===== config.mk =====
export PLATFORM = sky130hd
export DESIGN_NAME = serial_shifter
export DESIGN_NICKNAME = d
export VERILOG_FILES = /design/src/rtl/serial_shifter.sv
export SDC_FILE = /design/constraint.sdc
export NUM_CORES = 1
export LEC_CHECK = 0
export ABC_AREA = 1
export CAP_MARGIN = 20
export CORE_ASPECT_RATIO = 2
export CORE_MARGIN = 2
export CORE_UTILIZATION = 40
export CTS_CLUSTER_SIZE = 16
export DETAILED_ROUTE_END_ITERATION = 8
export SLEW_MARGIN = 10
export SYNTH_ARGS = -nofsm -noshare
export SYNTH_HDL_FRONTEND = slang
export SYNTH_SLANG_ARGS = --single-unit

===== constraint.sdc =====
create_clock -name clk -period 2.9 [get_ports clk]
set_clock_uncertainty 0.15 [all_clocks]
set_input_delay 0.29 -clock clk [delete_from_list [all_inputs] [get_ports clk]]
set_output_delay 0.29 -clock clk [all_outputs]
set_load 0.01 [all_outputs]

===== src/rtl/serial_shifter.sv =====
// Multi-cycle 32-bit shifter: IDLE -> SHIFT (STEP bits per cycle) -> DONE.
// out holds the last completed result and only moves on the edge into DONE.
//
// state | meaning
// IDLE  | waiting for start; out holds last result
// SHIFT | shifting working by min(STEP, remaining) each cycle; busy=1
// DONE  | one-cycle done pulse; a new start may be accepted here
module serial_shifter #(
    parameter int STEP = 1
) (
    input  logic        clk,
    input  logic        rst,
    input  logic        start,
    input  logic        kill,
    input  logic [31:0] A,
    input  logic [4:0]  shamt,
    input  logic [1:0]  alufn,
    output logic        busy,
    output logic        done,
    output logic [31:0] out
);

    typedef enum logic [1:0] {
        IDLE  = 2'd0,
        SHIFT = 2'd1,
        DONE  = 2'd2
    } state_t;

    localparam logic [4:0] STEP_AMT = 5'(STEP);

    state_t      state, state_nxt;
    logic [31:0] working, working_nxt;
    logic [31:0] shifted;
    logic [31:0] out_nxt;
    logic [4:0]  amount, amount_nxt;
    logic [4:0]  step_k;
    logic [1:0]  op, op_nxt;

    // Bits consumed this cycle: a full step, or whatever is left.
    always_comb begin
        step_k = (amount < STEP_AMT) ? amount : STEP_AMT;
    end

    // One step of the latched operation; arithmetic right keeps bit 31,
    // which is the sign bit of the latched operand at every step.
    always_comb begin
        shifted = working;
        if (op[1]) begin
            shifted = $signed(working) >>> step_k;
        end else if (op[0]) begin
            shifted = working >> step_k;
        end else begin
            shifted = working << step_k;
        end
    end

    // Next-state and datapath decisions; kill dominates start.
    always_comb begin
        state_nxt   = state;
        working_nxt = working;
        amount_nxt  = amount;
        op_nxt      = op;
        out_nxt     = out;
        case (state)
            IDLE, DONE: begin
                state_nxt = IDLE;
                if (start && !kill) begin
                    working_nxt = A;
                    amount_nxt  = shamt;
                    op_nxt      = alufn;
                    if (shamt == 5'd0) begin
                        state_nxt = DONE;
                        out_nxt   = A;
                    end else begin
                        state_nxt = SHIFT;
                    end
                end
            end
            SHIFT: begin
                if (kill) begin
                    state_nxt = IDLE;
                end else begin
                    working_nxt = shifted;
                    amount_nxt  = amount - step_k;
                    if (amount == step_k) begin
                        state_nxt = DONE;
                        out_nxt   = shifted;
                    end
                end
            end
            default: state_nxt = IDLE;
        endcase
    end

    // State register.
    always_ff @(posedge clk or negedge rst) begin
        if (!rst) begin
            state <= IDLE;
        end else begin
            state <= state_nxt;
        end
    end

    // Working, amount, op and result registers.
    always_ff @(posedge clk or negedge rst) begin
        if (!rst) begin
            working <= '0;
            amount  <= '0;
            op      <= '0;
            out     <= '0;
        end else begin
            working <= working_nxt;
            amount  <= amount_nxt;
            op      <= op_nxt;
            out     <= out_nxt;
        end
    end

    assign busy = (state == SHIFT);
    assign done = (state == DONE);

endmodule

; After elaboration in Yosys (flattened, before gate mapping)
; Cells that the tools add are included.
[word_totals]
register_bits = 73
inputBits = 43
elab_cells = 46
[classes]
add_sub_neg = 1
magnitude_cmp = 1
n_eq_ne = 8
n_shift = 3
muxes = 19
n_reduce_logical = 9
[op_table]
columns = op, n
row1 = $mux 32, 8
row2 = $pmux 32 s2, 2
row3 = $shl 32x5->32, 1
row4 = $shr 32x5->32, 1
row5 = $sshr 32x5->32, 1
row6 = $mux 5, 3
row7 = $pmux 5 s2, 1
row8 = $mux 2, 4
row9 = $ne 2x2->1 const B, 3
row10 = $eq 5x5->1, 1
row11 = $logic_not 5->1, 1
row12 = $lt 5x1->1 const B, 1
row13 = $reduce_and 5->1, 1
row14 = $sub 5x5->5, 1
row15 = $pmux 2 s2, 1
row16 = $ne 3x2->1 const B, 1
row17 = $reduce_and 3->1, 1
row18 = $eq 2x1->1 const B, 1
row19 = $eq 2x2->1 const B, 1
row20 = $logic_not 2->1, 1
row21 = $ne 2x1->1 const B, 1
row22 = $reduce_and 2->1, 1
row23 = $reduce_bool 2->1, 1
row24 = $reduce_or 2->1, 1
row25 = 2 further kinds, 2

; Logic depth before layout (Yosys ltp)
[depth]
depth_word = 8
ltp_mapped = 12

; Least setup slack after synthesis
; OpenSTA, ideal clock, no wires.
[synth_path]
path_kind = flip-flop to flip-flop
from = register amount[1]
to = register out[17]
arrival_time_ns = 1.607
path_slack_ns = 1.025
path_stages_with_launch = 13
path_buffers = 1
synth_period_minus_slack_ns = 1.875
path_cell_list = dfrtp_1 nor2_4 nand2_1 nand2_1 ha_1 nand2_1 nor2_1 nor2_1 a21oi_4 inv_2 buf_6 nand2_1 nand2_1
[synth_via]
elab_chain_cells = 8
word_cells_on_any_way = 13
[synth_rtl]
columns = item, line_no
row1 = from (decl), 35  ; logic [4:0] amount, amount_nxt;
row2 = from (signal assigned), 113  ; amount <= amount_nxt;
row3 = $lt 5x1->1, 41  ; step_k = (amount < STEP_AMT) ? amount : STEP_AMT;
row4 = $mux 5, 41
row5 = $shl 32x5->32 / $shr 32x5->32 (equally long branches), "53, 51"
row6 = $mux 32, 50  ; end else if (op[0]) begin
row7 = $mux 32, 48  ; if (op[1]) begin
row8 = $mux 32, 85  ; if (amount == step_k) begin
row9 = $mux 32, 80  ; if (kill) begin
row10 = $pmux 32 s2, 64  ; case (state)
row11 = to (signal assigned), 115  ; out <= out_nxt;
row12 = to (decl), 20  ; output logic [31:0] out
; Several ways; a longest one is shown, not always the timed one. The select of a mux whose other input is x is not followed.
; A chain may end at the register's enable or synchronous reset.

; Worst setup path after layout
[layout_path]
from = register amount[1]
to = register out[11]
; Same word-level chain as after synthesis.

==> out/metrics.yaml <==
status: "finished, violations left"
violations: "hold timing"
crit_required_ps: 2980
yosys_register_bits: 73
cts.sink_count: 73
syn-instance-count: 610
viasPerCell: 5.106
synth_common_cells: "256 x nand2_1, 115 x nand3_1, 73 x dfrtp_1"
place_congestion: 0.8718
r2r_start: "amount[1]"
final_cell_area_sq_um: 5411
grt_pass1_wl_microns: 20180
core_area_sq_um: 10410
hold_ws_ps: -52.22
syn_avg_cell_area_sq_um: 6.951
r2r_cells: 11
path_clk_slew_ps: 60
yosysMostFrequentCell: "nand2_1"
drt_iter0_markers: 245
worstMarginPinSlew_ps: 993.9
worstSetupPathType: "reg -> reg"
htreeDepth: 3
grtUsageMet1_pct: 24.94
drcViolationCount: 0
cts_resized: 0
path_cells: "nor2_4 > nand2_1 > nand2_1 > ha_1 > nand2_1 > nor2_1 > nor2_1 > a21oi_4 > inv_2 > nand2_1 > nand2_1"
hp-class: "in -> async"
numCtsBuffers: 9
postSynth.asyncResetShare_pct: 100.0
totalWireLength_microns: 11810
grt-ovfl-total: 0
met2_usage_pct: 40.26
min_period_over_period_pct: 75.68
cp_slowest_cell: "dfrtp_1"
ys_types: 26
critPathCaptureType: "register"
floorplan.rows: 53
die_w_microns: 76.81
peakVddDrop_mv: 0.5044
dp_hpwl_microns: 7651
slew_headroom_pct: 33.74
synth-edff-count: 0
drive_gt1_share_pct: 10.34
clock_path_buffers: 2
cts_tree: "done"
rsz0062_at_grt: "no"
num_antenna_cells: 0
top_usage_layer: "met2"
worst-endpoint-arrival_ps: 2270
power.leakage_nw: 2.742
first_pass_iters: 4
synth_warnings: 0
synth_top_area_share_pct: 43.08
io_pins: 77
slowest_delay_ps: 410
power_density_nw_per_um2: 972.7
grt_pass1_vias: 4167
via_count: 4156
r2r_slack_ps: 710
worstPathMaxFanout: 32
antenna_found_initial: 0
fin_crit_ps: 2195
seq_area_sq_um: 1827
crit_top_cell: "nand2_1"
synth_flop_cell: "dfrtp_1"
postCtsSetupBuffers: 0
multi_input_area_sq_um: 2097
root_buffer: "clkbuf_16"
die_h_microns: 149.6
synth_area_leaders: "dfrtp_1 43%, nand2_1 23%, nand3_1 14%"
cts-hold-fix-buffers: 0
use_met3_pct: 2.714
start_util_pct: 40.73
syn_nets: 655
critPathTopFamily: "simple AND/OR/NAND/NOR gates"
placedInstanceArea_sq_um: 5082
fin_tns_setup_ps: 0
setup_viol: 0
ys_seq_area_share_pct: 43.08
dieArea_sq_um: 11490
startpoint_type: "register"
drv_slew: 0
hold_viol_final: 50
grt_start_max_net_pins: 74
syn_area_sq_um: 4240
yosysTopAreaCell: "dfrtp_1"
clk_latency_ps: 340
io_buffers: 76
n_fill_cell: 1074
grt_use_total_pct: 21.95
r2r_end: "out[11]"
wl_per_cell_microns: 14.51
nets: 717
path_buf_inv: 1
drv_cap: 0
ant_nets: 0
syn2layout_area_growth_pct: 27.62
max_freq_ghz: 0.4557
## power by group
part	leakage, nW	switching [mW]	internal (mW)
Clock	0.159	0.461	0.780
Combinational	1.68	1.24	0.988
Sequential	0.899	0.343	1.46
Total	2.74	2.04	3.22
## through the flow
stage	utilization, %	setup WS [ps]	instances	hold slack, ps	power (mW)
final	51.98	705.3	814	-52.22	5.263
after global routing	51.98	479.6	814	50.57	5.685
after CTS	51.98	676.7	814	3.559	5.307
after detailed placement	48.82	649.6	798	315.0	4.043
after global placement	48.82	683.8	798	312.2	4.002
after floorplan	-	1025	610	-155.6	3.133
## cell usage in the layout, fill, tap and decap left out, types with 2 or more instances in the layout
cell               n
a21oi_1           11
buf_4             13
bufinv_16          2
clkbuf_16          9
clkdlybuf4s50_1   75
dfrtp_1           73
ha_1               2
inv_1             32
inv_2              4
nand2_1          256
nand3_1          115
nand4_1           14
nor2_1            16
nor2_4             3
o21ai_0            5
o22ai_1            3
or2_2             31
## worst max path at each step
stage / start / end / slack, ps / cells after the start
global route: amount[1] / out[21] / 480 / 11
finish: amount[1] / out[11] / 710 / 11
detailed placement: kill / amount[3] / 650 / 8
global placement: kill / amount[3] / 680 / 8
floorplan: amount[1] / out[17] / 1030 / 12
CTS: amount[1] / out[19] / 680 / 11
## cells by family (layout without fill, tap and decap cells)
| family | after synthesis | after routing | synth area share, % |
|---|---|---|---|
| compound gates | 22 | 22 | 3.069 |
| fa+ha+maj | 2 | 2 | 0.5901 |
| buf+inv | 74 | 141 | 7.642 |
| flops | 73 | 73 | 43.08 |
| simple gates | 439 | 439 | 45.62 |
## area by class of cell
type	instances	area share, %
clock inverters	6	1.665
repair buffers	88	15.68
flip-flops and latches	73	33.76
multi-input cells	463	38.75
clock buffers	10	4.416
well taps	137	3.168
inverters	37	2.566
## sequential cells by signal, indices dropped and copies added, names as in the netlist
| signal | count |
|---|---|
| op | 2 |
| state | 2 |
| working | 32 |
| amount | 5 |
| out | 32 |
## per-layer routing
layer / part of all wire, % / vias to the layer above
li1: - / 2070
met1: 40 / 1967
met2: 53 / 101
met3: 4.2 / 18
met4: 2.4 / 0
met5: 0 / -
## worst register-to-register path: stages (launching register included)
cell     delay, ps
dfrtp_1        410
nor2_4         280
nand2_1         90
nand2_1         90
ha_1           160
nand2_1         50
nor2_1         140
nor2_1          90
a21oi_4        150
inv_2          260
nand2_1        150
nand2_1         60
Note: power is estimated with default switching activity, not from simulation.
